===== src/rtl/audio_fifo_sched.sv =====
// Round-robin stereo sample scheduler feeding a FWFT FIFO, with prefill/stream/underrun playback control.
// Optional saturating drop counter output when AUDIO_FIFO_SCHED_DROP_CNT_EN is defined.
module audio_fifo_sched #(
    parameter int unsigned DATA    = 24,
    parameter int unsigned DEPTH   = 8,
    parameter int unsigned PREFILL = 4
) (
    input  logic                       clk,
    input  logic                       reset,
    input  logic                       req_l,
    input  logic                       req_r,
    input  logic [DATA-1:0]            data_l,
    input  logic [DATA-1:0]            data_r,
    output logic                       ack_l,
    output logic                       ack_r,
    output logic                       fifo_write,
    output logic [DATA-1:0]            fifo_wdata,
    input  logic                       fifo_full,
    input  logic                       fifo_empty,
    output logic                       fifo_read,
    input  logic                       play_req,
    output logic                       play_valid,
    output logic [$clog2(DEPTH+1)-1:0] level,
`ifdef AUDIO_FIFO_SCHED_DROP_CNT_EN
    output logic [15:0]                drop_cnt,
`endif
    output logic [1:0]                 state,
    output logic                       underrun
);

    localparam int unsigned LW = $clog2(DEPTH + 1);
    localparam logic [LW-1:0] LevelMax   = LW'(DEPTH);
    localparam logic [LW-1:0] PrefillLvl = LW'(PREFILL);

    typedef enum logic [1:0] {
        StPrefill  = 2'd0,
        StStream   = 2'd1,
        StUnderrun = 2'd2
    } state_e;

    state_e        state_q;
    logic          underrun_q;
    logic [LW-1:0] level_q, level_d;
    logic          last_right_q, last_right_d;
    logic          space;
    logic          grant_l, grant_r;

    // A read in the same cycle frees a slot even when the FIFO reports full.
    always_comb begin
        fifo_read = ~reset & play_req & (state_q == StStream) & ~fifo_empty;
        space     = ~fifo_full | fifo_read;
        grant_l   = ~reset & space & req_l & (~req_r | last_right_q);
        grant_r   = ~reset & space & req_r & (~req_l | ~last_right_q);
    end

    assign ack_l      = grant_l;
    assign ack_r      = grant_r;
    assign fifo_write = grant_l | grant_r;
    assign fifo_wdata = grant_r ? data_r : data_l;
    assign play_valid = fifo_read;
    assign level      = level_q;
    assign state      = state_q;
    assign underrun   = underrun_q;

    always_comb begin
        level_d      = level_q;
        last_right_d = last_right_q;
        if (grant_l) begin
            last_right_d = 1'b0;
        end else if (grant_r) begin
            last_right_d = 1'b1;
        end
        if (fifo_write && !fifo_read && (level_q < LevelMax)) begin
            level_d = level_q + 1'b1;
        end else if (fifo_read && !fifo_write && (level_q != '0)) begin
            level_d = level_q - 1'b1;
        end
    end

    always_ff @(posedge clk) begin
        if (reset) begin
            level_q      <= '0;
            last_right_q <= 1'b1;
        end else begin
            level_q      <= level_d;
            last_right_q <= last_right_d;
        end
    end

    always_ff @(posedge clk) begin
        if (reset) begin
            state_q    <= StPrefill;
            underrun_q <= 1'b0;
        end else begin
            case (state_q)
                StPrefill: begin
                    underrun_q <= 1'b0;
                    if (level_q >= PrefillLvl) begin
                        state_q <= StStream;
                    end
                end
                StStream: begin
                    if (play_req && fifo_empty) begin
                        state_q    <= StUnderrun;
                        underrun_q <= 1'b1;
                    end
                end
                StUnderrun: begin
                    state_q    <= StPrefill;
                    underrun_q <= 1'b0;
                end
                default: begin
                    state_q    <= StPrefill;
                    underrun_q <= 1'b0;
                end
            endcase
        end
    end

`ifdef AUDIO_FIFO_SCHED_DROP_CNT_EN
    logic [15:0] drop_q, drop_d;

    always_comb begin
        drop_d = drop_q;
        if ((req_l | req_r) && !(grant_l | grant_r) && (drop_q != 16'hFFFF)) begin
            drop_d = drop_q + 16'd1;
        end
    end

    always_ff @(posedge clk) begin
        if (reset) begin
            drop_q <= 16'd0;
        end else begin
            drop_q <= drop_d;
        end
    end

    assign drop_cnt = drop_q;
`endif

endmodule


===== config.mk =====
export PLATFORM = sky130hd
export DESIGN_NAME = audio_fifo_sched
export DESIGN_NICKNAME = d
export VERILOG_FILES = /design/src/rtl/audio_fifo_sched.sv
export SDC_FILE = /design/constraint.sdc
export NUM_CORES = 1
export LEC_CHECK = 0
export ABC_CLOCK_PERIOD_IN_PS = 6200
export BUFFER_PORTS_ARGS = -buffer_cell sky130_fd_sc_hd__buf_2
export CORE_ASPECT_RATIO = 1.25
export CORE_MARGIN = 5
export CORE_UTILIZATION = 26
export DETAILED_ROUTE_END_ITERATION = 10
export GPL_ROUTABILITY_DRIVEN = 0
export SYNTH_ARGS = -nofsm -noshare
export SYNTH_HDL_FRONTEND = slang
export SYNTH_SLANG_ARGS = --single-unit

===== constraint.sdc =====
create_clock -name clk -period 6.2 [get_ports clk]
set_input_delay 0.62 -clock clk [delete_from_list [all_inputs] [get_ports clk]]
set_output_delay 0.62 -clock clk [all_outputs]
set_load 0.05 [all_outputs]

After elaboration in Yosys (flattened, before gate mapping)

Index checks and enable logic that the tools add are counted.

Bits in registers: 8
Input bits: 55
Output and inout port bits: 36
Logic and storage cells: 51

Add/sub/neg operators: 2
Magnitude comparators: 2
Eq/ne operators: 3
Muxes and demuxes: 8
Bitwise operators: 19
Reduce and logical (&&, ||, !) cells: 13

Operators by type and width:

| kind                | count |
|---|---|
| $mux 24             | 1 |
| $and 1x1->1         | 8 |
| $mux 4              | 2 |
| $not 1->1           | 7 |
| $logic_and 1x1->1   | 5 |
| $add 4x1->4 const B | 1 |
| $ge 4x3->1 const B  | 1 |
| $lt 4x4->1 const B  | 1 |
| $mux 2              | 2 |
| $or 1x1->1          | 4 |
| $pmux 2 s2          | 1 |
| $reduce_bool 2->1   | 2 |
| $reduce_bool 4->1   | 1 |
| $sub 4x1->4 const B | 1 |
| $eq 2x1->1 const B  | 1 |
| $logic_not 1->1     | 2 |
| $logic_not 2->1     | 1 |
| $mux 1              | 2 |
| $ne 2x1->1 const B  | 1 |
| $ne 2x2->1 const B  | 1 |
| $reduce_and 2->1    | 1 |
| $reduce_or 2->1     | 1 |

Longest topological paths before layout

Gate-level depths: netlist of run 1.

Word-level depth: 14
Gate-level depth with buffers: 8
Depth with buffers taken out: 8

Least setup slack after synthesis of run 1

No wires, ideal clock.

Kind: input port to output port
From: in reset
To: out play_valid
Arrival time: 2.623 ns
Data required time: 5.580 ns
Slack: 2.957 ns
Stages: 5
Buffers on the path: 2
Path through: clkbuf_1 -> nor2_1 -> nand2_1 -> nor3b_1 -> buf_4

Word-level cells in the longest chain between the ends: 4

Ends and longest elaborated chain:

| item                     | RTL line | RTL |
|---|---|---|
| from (decl)              | 9        | `input logic reset,` |
| $not 1->1                | 50       | `fifo_read = ~reset & play_req & (state_q == StStream) & ~fifo_empty;` |
| $and 1x1->1 (3 in a row) | 50       |  |
| to (decl)                | 22       | `output logic play_valid,` |

Every way passes these cells.

Worst setup path after layout of run 1

From: in fifo_empty
To: out fifo_wdata[20]

Word-level cells in the longest chain between the ends: 7

Ends and longest elaborated chain:

| item                     | RTL line | RTL |
|---|---|---|
| from (decl)              | 19       | `input logic fifo_empty,` |
| $not 1->1                | 50       |  |
| $and 1x1->1              | 50       |  |
| $or 1x1->1               | 51       | `space = ~fifo_full \| fifo_read;` |
| $and 1x1->1 (3 in a row) | 53       | `grant_r = ~reset & space & req_r & (~req_l \| ~last_right_q);` |
| $mux 24                  | 59       | `assign fifo_wdata = grant_r ? data_r : data_l;` |
| to (decl)                | 17       | `output logic [DATA-1:0] fifo_wdata,` |

Every way passes these cells.

==> reports/results.ini, run 1 <==
[clock_network]
cts_max_path_buffers = 2
numCtsBuffers = 3
cts.sinks = 8
clock_latency_ns = 0.24
cts_tree = done
path_clk_slew_ns = 0.04
clockRootBuffer = clkbuf_8
cts_setup_buffers = 0
h-tree-depth = 1
postCtsHoldBufs = 0
ctsResizeCount = 0

[timing]
min_period_over_period_pct = 47.6
slew_headroom_pct = 60.9
drv_slew = 0
tightest_slew_ns = 0.582
max_freq_mhz = 339
min_period_ns = 2.95
skew_ns = 0.00647
holdWs_ns = 0.462
rsz0062_at_grt = false
final.setup.tns_ns = 0
hold_violations = 0
setup_violations = 0

[power]
power_w = 0.000307
leakagePower_nw = 0.722
ir_drop_mv = 0.187
powerDensity_nw_per_um2 = 227

[setup_path]
timing.rr.end = level[3]$_SDFFE_PP0P_
path_max_fanout = 25
reg2regPathDepth = 8
crit_arrival_ns = 2.33
crit_buf_inv = 2
crit_type = primary input to primary output
path_cells = buf_2 > and4bb_4 > o21ba_4 > and3_4 > mux2_2 > buf_2
cp_top_family = simple AND/OR/NAND/NOR gates
cp-end-kind = primary output
max_stage_delay_ns = 0.46
r2r_start = state[1]$_SDFFE_PP0P_
cp.required_ns = 5.58
cp_common_cell = buf_2
worstSetupStartpointType = primary input
crit_slowest_cell = and3_4
r2r_slack_ns = 3.77

[hold_path]
min_path_type = flop to flop
holdPathEnd = underrun$_SDFFE_PP0P_
hold_depth = 2
hold_start = underrun$_SDFFE_PP0P_

[yosys]
async_flop_share_pct = 0
seq_area_frac_synth_pct = 18.3
synth-edff-count = 0
post-synth-top-count-cell = mux2_4
syn-num-nets = 141
synth_common_cells = mux2_4 (19), dfxtp_1 (8), mux2_2 (5), nand2_1 (5), nand3_1 (5)
ys.flop_type = dfxtp_1
synth_top_area_cell = mux2_4
synth-seq-cells = 8
synth_top_area_share_pct = 32.7
syn_avg_cell_area_um2 = 10.5
synth_area_um2 = 873
ys_warn_count = 0
synth_cells = 83
synthDistinctLibCells = 30
ys_top_cells_by_area = mux2_4 (33%), dfxtp_1 (18%), mux2_2 (6.4%)

[floorplan]
pin_count = 91
initial_core_util_pct = 27.1
dieHeight_um = 74.8
die_w_um = 61.8
core-area_um2 = 3220
die-area_um2 = 4630
rows = 23

[placed_design]
placed_cells = 205
io_buffers = 90
dp_hpwl_um = 2820

[detailed_routing]
vias_per_cell = 4.80
met1_length_um = 1020
dr.pass1.iters = 7
wl_met3_um = 692
routed-via-count = 998
drt_iter0_markers = 40
avgRoutedWirePerCell_um = 15.5
wl_met2_um = 1470
drtAntennaViolNets = 0
drc = 0
top_layer = met4
wirelength_um = 3230

[global_route]
grt_usage_pct = 12.7
grt_pass1_vias = 960
grt_max_degree = 26
antenna_found_initial = 0
grt_pass1_wl_um = 4360
gr-total-overflow = 0

[finish]
fillCellCount = 328
nNetsFinal = 231
final_cells = 208
area_growth_syn_to_layout_pct = 54.4
drive_gt1_share_pct = 70.2
num_antenna_cells = 0

[job]
drv_cap = 0

[run_status]
status = completed

-- power breakdown --
part | leakage [nW] | switching, W | internal, W
combinational | 0.635 | 0.000111 | 0.0000588
sequential | 0.0656 | 0.0000113 | 0.0000597
clock | 0.0216 | 0.0000233 | 0.0000423
-- state kept, by name, indices dropped and copies added (netlist names) --
register,cells
level,4
state,2
last_right_q,1
underrun,1
-- stage by stage --
stage               area [um2]  worst slack [ns]  util, %
floorplan                  873              2.96        -
global placement          1310              3.28     40.6
detailed placement        1310              3.25     40.6
CTS                       1350              3.24     41.8
global route              1350              3.18     41.8
finish                    1350              3.25     41.8
-- layer usage --
layer	up-vias	global-route usage (%)
met5	-	0
met4	0	4.25
met3	3	6.86
met2	70	23.4
met1	438	11.5
li1	487	-
-- worst max-delay path by stage --
| stage | startpoint | endpoint | slack (ns) | depth (start not counted) |
|---|---|---|---|---|
| floorplan | reset | play_valid | 2.96 | 5 |
| global placement | fifo_empty | fifo_wdata[19] | 3.28 | 6 |
| detailed placement | fifo_empty | fifo_wdata[20] | 3.25 | 6 |
| CTS | fifo_empty | fifo_wdata[20] | 3.24 | 6 |
| global route | fifo_empty | fifo_wdata[19] | 3.18 | 6 |
| finish | fifo_empty | fifo_wdata[20] | 3.25 | 6 |
-- worst reg2reg max path: cells and delay by family, from the launching register on --
kind	cells	cell delay [ns]
DFF	1	0.37
AOI/OAI and AO/OA	2	0.29
adders and majority gates	1	0.36
and+or+nand+nor	5	1.34
-- placed cells by master, fill, tap and decap left out, drive strengths merged --
cell type,Yosys,final
o21ai,4,4
o311a,1,1
buf,4,90
nand3,5,5
a221o,1,1
ha,2,2
mux2,24,24
nor4,1,1
nor3b,2,2
nor3,3,3
a31oi,1,1
or3,1,1
or4,2,2
nand2b,1,1
nand2,5,5
xor2,1,1
nor2b,2,2
clkbuf,1,3
a21oi,4,4
dfxtp,8,8
nor2,4,4
and3,2,2
o21ba,1,1
and4bb,1,1
inv,1,1
fa,1,1
-- area by class of cell --
cell class / count / area [um2] / share of cell area [%]
clock buffer: 3 / 41.3 / 3.06
sequential: 8 / 160 / 11.9
tap: 37 / 46.3 / 3.43
inverter: 1 / 3.75 / 0.278
multi-input combinational: 69 / 647 / 48.0
timing repair buffer: 90 / 450 / 33.4
-- cell families (layout without fill, tap and decap cells) --
group | count (synthesis) | in the layout | synth area share (%)
AND/OR/NAND/NOR | 29 | 29 | 19.3
multiplexers | 24 | 24 | 39.1
XOR/XNOR | 1 | 1 | 1.00
buffers and inverters | 6 | 94 | 7.59
AO/OA/AOI/OAI | 12 | 12 | 9.46
adder cells (fa/ha/maj) | 3 | 3 | 5.16
flip-flops | 8 | 8 | 18.3
Note: power is estimated with default switching activity, not from simulation.
==> run 2: changes to the inputs <==
ABC_CLOCK_PERIOD_IN_PS = 2560   (was 6200)
clock period = 2.56 ns   (was 6.2 ns; I/O delays follow)
==> reports/results.ini, run 2 (same netlist as run 1, synthesis figures left out) <==
[setup_path]
path_cells = and4bb_4 > o21ba_4 > and3_4 > mux2_2 > buf_2
cp_top_family = simple AND/OR/NAND/NOR gates
max_stage_delay_ns = 0.47
crit_buf_inv = 1
crit_arrival_ns = 2.14
cp.required_ns = 2.30
worstSetupStartpointType = flop
crit_type = flop to primary output
cp-end-kind = primary output
path_max_fanout = 25
crit_slowest_cell = and3_4

[timing]
slew_headroom_pct = 71.5
setup_violations = 0
max_freq_mhz = 418
skew_ns = 0.00746
hold_violations = 0
min_period_over_period_pct = 93.4
rsz0062_at_grt = false
min_period_ns = 2.39
drv_slew = 0
tightest_slew_ns = 0.428
final.setup.tns_ns = 0

[finish]
fillCellCount = 327
num_antenna_cells = 0
drive_gt1_share_pct = 71.5
area_growth_syn_to_layout_pct = 56.0
layout.cells.most_common = buf_2
final_core_util_pct = 42.3
largest_reg_flops = 4
mostFrequentLayoutCells = buf_2 (90), mux2_4 (19), dfxtp_1 (7)
nNetsFinal = 232

[detailed_routing]
routed-via-count = 978
avgRoutedWirePerCell_um = 16.3
vias_per_cell = 4.68
drc = 0
dr.pass1.iters = 4
drt_iter0_markers = 59
wirelength_um = 3410
drtAntennaViolNets = 0

[global_route]
grt_pass1_vias = 1019
grt_max_degree = 26
grt_usage_pct = 14.3
grt_pass1_wl_um = 4820
gr-total-overflow = 0
antenna_found_initial = 0

[clock_network]
clockRootBuffer = clkbuf_8
cts_max_path_buffers = 2
path_clk_slew_ns = 0.05
clock_latency_ns = 0.24
h-tree-depth = 1
postCtsHoldBufs = 0
cts.sinks = 8
numCtsBuffers = 3
cts_tree = done
cts_setup_buffers = 0
ctsResizeCount = 0

[floorplan]
dieHeight_um = 74.8
rows = 23
pin_count = 91
core-area_um2 = 3220
initial_core_util_pct = 27.1
die_w_um = 61.8
die-area_um2 = 4630

[power]
leakagePower_nw = 0.729
ir_drop_mv = 0.371
powerDensity_nw_per_um2 = 550

[run_status]
status = completed

[hold_path]
min_path_type = primary input to flop

[placed_design]
dp_hpwl_um = 2850
io_buffers = 90

[job]
drv_cap = 0

[run 2: layer usage]
layer  GRT usage [%]  vias up  wire length (um)
met3            9.61        5               852
met5               0        -                 0
met2            22.9       75              1310
li1                -      486                 -
met1            14.5      412              1190
met4            5.66        0                49
[run 2: layout make-up]
type	instances	area, um2	share of cell area (%)
flip-flops and latches	8	161	11.8
multi-input cells	69	652	47.8
repair buffers	91	458	33.6
clock buffers	3	41.3	3.03
well taps	37	46.3	3.40
inverters	1	3.75	0.275
[run 2: worst register-to-register path: stages, from the launching register on]
cell      delay [ns]
dfxtp_1         0.33
and4bb_4        0.24
nor4_1          0.32
nand2b_1        0.18
ha_1            0.35
a21oi_1         0.14
nand2_1         0.08
or3_1           0.30
a31oi_1         0.15
[run 2: power by group]
part / total (W) / leakage, nW / switching (W) / internal (W)
clock: 0.000160 / 0.0216 / 0.0000576 / 0.000103
sequential: 0.000172 / 0.0661 / 0.0000271 / 0.000145
combinational: 0.000417 / 0.641 / 0.000272 / 0.000146
[run 2: stage by stage]
| stage | cells | instance area, um2 | setup slack (ns) | total power [W] | hold slack (ns) |
|---|---|---|---|---|---|
| final | 209 | 1360 | 0.168 | 0.000750 | 0.309 |
| after global routing | 209 | 1360 | 0.0836 | 0.000792 | 0.331 |
| after CTS | 209 | 1360 | 0.162 | 0.000756 | 0.301 |
| after detailed placement | 206 | 1320 | 0.324 | 0.000591 | 0.423 |
| after global placement | 206 | 1320 | 0.369 | 0.000583 | 0.415 |
| after floorplan | 83 | 880 | 0.107 | 0.000480 | 0.397 |
[run 2: path summary, 6_finish.rpt]
check | slack (ns) | to | from | cells past startpoint
min reg2reg | 0.43 | state[1]$_SDFFE_PP0P_ | state[1]$_SDFFE_PP0P_ | 1
min | 0.31 | level[3]$_SDFFE_PP0P_ | reset | 2
max | 0.17 | fifo_wdata[23] | state[0]$_SDFFE_PP0P_ | 5
max reg2reg | 0.39 | level[3]$_SDFFE_PP0P_ | state[0]$_SDFFE_PP0P_ | 8
==> run 3: changes to the inputs <==
ABC_CLOCK_PERIOD_IN_PS = 2820   (was 2560)
CAP_MARGIN = 20   (was not set)
clock period = 2.82 ns   (was 2.56 ns; I/O delays follow)
==> reports/results.ini, run 3 (same netlist as run 1, synthesis figures left out) <==
[run_status]
status = completed

[hold_path]
min_path_type = primary input to flop
holdPathEnd = underrun$_SDFFE_PP0P_
hold_depth = 3
hold_start = fifo_empty

[power]
power.share.clock_pct = 20.3
leakagePower_nw = 0.727
p_switching_w = 0.000312
power_w = 0.000667
combPwrFrac_pct = 56.3
powerDensity_nw_per_um2 = 492
ir_drop_mv = 0.413
sw_frac_of_total_pct = 46.7
pwr-share-seq_pct = 23.5
p_int_w = 0.000355

[setup_path]
crit_arrival_ns = 2.13
r2r_start = state[1]$_SDFFE_PP0P_
max_stage_delay_ns = 0.46
cp.required_ns = 2.54
reg2regPathDepth = 9
timing.rr.end = level[3]$_SDFFE_PP0P_
cp-end-kind = primary output
crit_slowest_cell = and3_4
crit_type = flop to primary output
worstSetupStartpointType = flop
r2r_slack_ns = 0.62
path_max_fanout = 25
path_cells = and4bb_4 > o21ba_4 > and3_4 > mux2_2 > buf_2

[floorplan]
core-area_um2 = 3220
dieHeight_um = 74.8
pin_count = 91
die_w_um = 61.8
rows = 23
initial_core_util_pct = 27.1
die-area_um2 = 4630

[detailed_routing]
met1_length_um = 1040
top_layer = met3
dr.pass1.iters = 4
wl_met3_um = 651
wl_met2_um = 1500
avgRoutedWirePerCell_um = 15.3
routed-via-count = 987
drc = 0
vias_per_cell = 4.72
drt_iter0_markers = 36
wirelength_um = 3190
drtAntennaViolNets = 0

[timing]
max_freq_mhz = 414
tightest_slew_ns = 0.422
min_period_over_period_pct = 85.7
drv_slew = 0
rsz0062_at_grt = false
hold_violations = 0
setup_violations = 0
skew_ns = 0.00483
min_period_ns = 2.42
slew_headroom_pct = 71.8
final.setup.tns_ns = 0
holdWs_ns = 0.342

[finish]
final_core_util_pct = 42.1
num_antenna_cells = 0
postLayoutCellArea_um2 = 1360
area_growth_syn_to_layout_pct = 55.3
largest_reg_flops = 4
layout.cells.most_common = buf_2
drive_gt1_share_pct = 70.3
mostFrequentLayoutCells = buf_2 (90), mux2_4 (19), dfxtp_1 (8)
nNetsFinal = 232

[clock_network]
clock_latency_ns = 0.23
h-tree-depth = 1
numCtsBuffers = 3
clockRootBuffer = clkbuf_8
ctsResizeCount = 0
cts_max_path_buffers = 2
postCtsHoldBufs = 0
cts_setup_buffers = 0
path_clk_slew_ns = 0.04
cts.sinks = 8
cts_tree = done

[job]
drv_cap = 0

[placed_design]
placed_cell_area_um2 = 1320
dp_hpwl_um = 2740
io_buffers = 90

[global_route]
antenna_found_initial = 0
grt_pass1_wl_um = 4600
grt_usage_pct = 13.1
gr-total-overflow = 0
grt_pass1_vias = 1022
grt_max_degree = 26

[run 3: cell type report]
cell class | instances | area [um2]
flip-flops and latches | 8 | 160
clock buffers | 3 | 41.3
well taps | 37 | 46.3
multi-input cells | 69 | 647
fillers | 319 | 1870
inverters | 1 | 3.75
repair buffers | 91 | 458
[run 3: worst max-delay path by stage]
stage | end | from
after floorplan | play_valid | state[0]$_SDFFE_PP0P_
after global placement | fifo_wdata[23] | fifo_empty
after detailed placement | fifo_wdata[22] | fifo_empty
after CTS | fifo_wdata[22] | state[1]$_SDFFE_PP0P_
after global routing | fifo_wdata[22] | state[1]$_SDFFE_PP0P_
final | fifo_wdata[22] | state[1]$_SDFFE_PP0P_
[run 3: worst max-delay path: cells and delay by family, from the launching register on]
family          cells  cell delay [ns]
buf+inv             1             0.21
mux                 1             0.39
flops               1             0.33
compound gates      1             0.15
simple gates        2             0.81
[run 3: through the flow]
stage | setup WS [ns] | cells
final | 0.404 | 209
after global routing | 0.311 | 209
after CTS | 0.388 | 209
after detailed placement | 0.541 | 206
after global placement | 0.580 | 206
after floorplan | 0.111 | 83
[run 3: metal layers]
layer	vias up	global-route usage (%)
li1	488	-
met1	432	12.5
met2	67	24.4
met3	0	6.86
met4	0	2.83
met5	-	0
[run 3: power by group through the flow]
stage | registers, W | logic, W | clock network (W)
after detailed placement | 0.000157 | 0.000377 | 0
after global routing | 0.000161 | 0.000401 | 0.000147
final | 0.000157 | 0.000376 | 0.000135
after CTS | 0.000156 | 0.000380 | 0.000141
after global placement | 0.000156 | 0.000371 | 0
after floorplan | 0.000210 | 0.000225 | 0
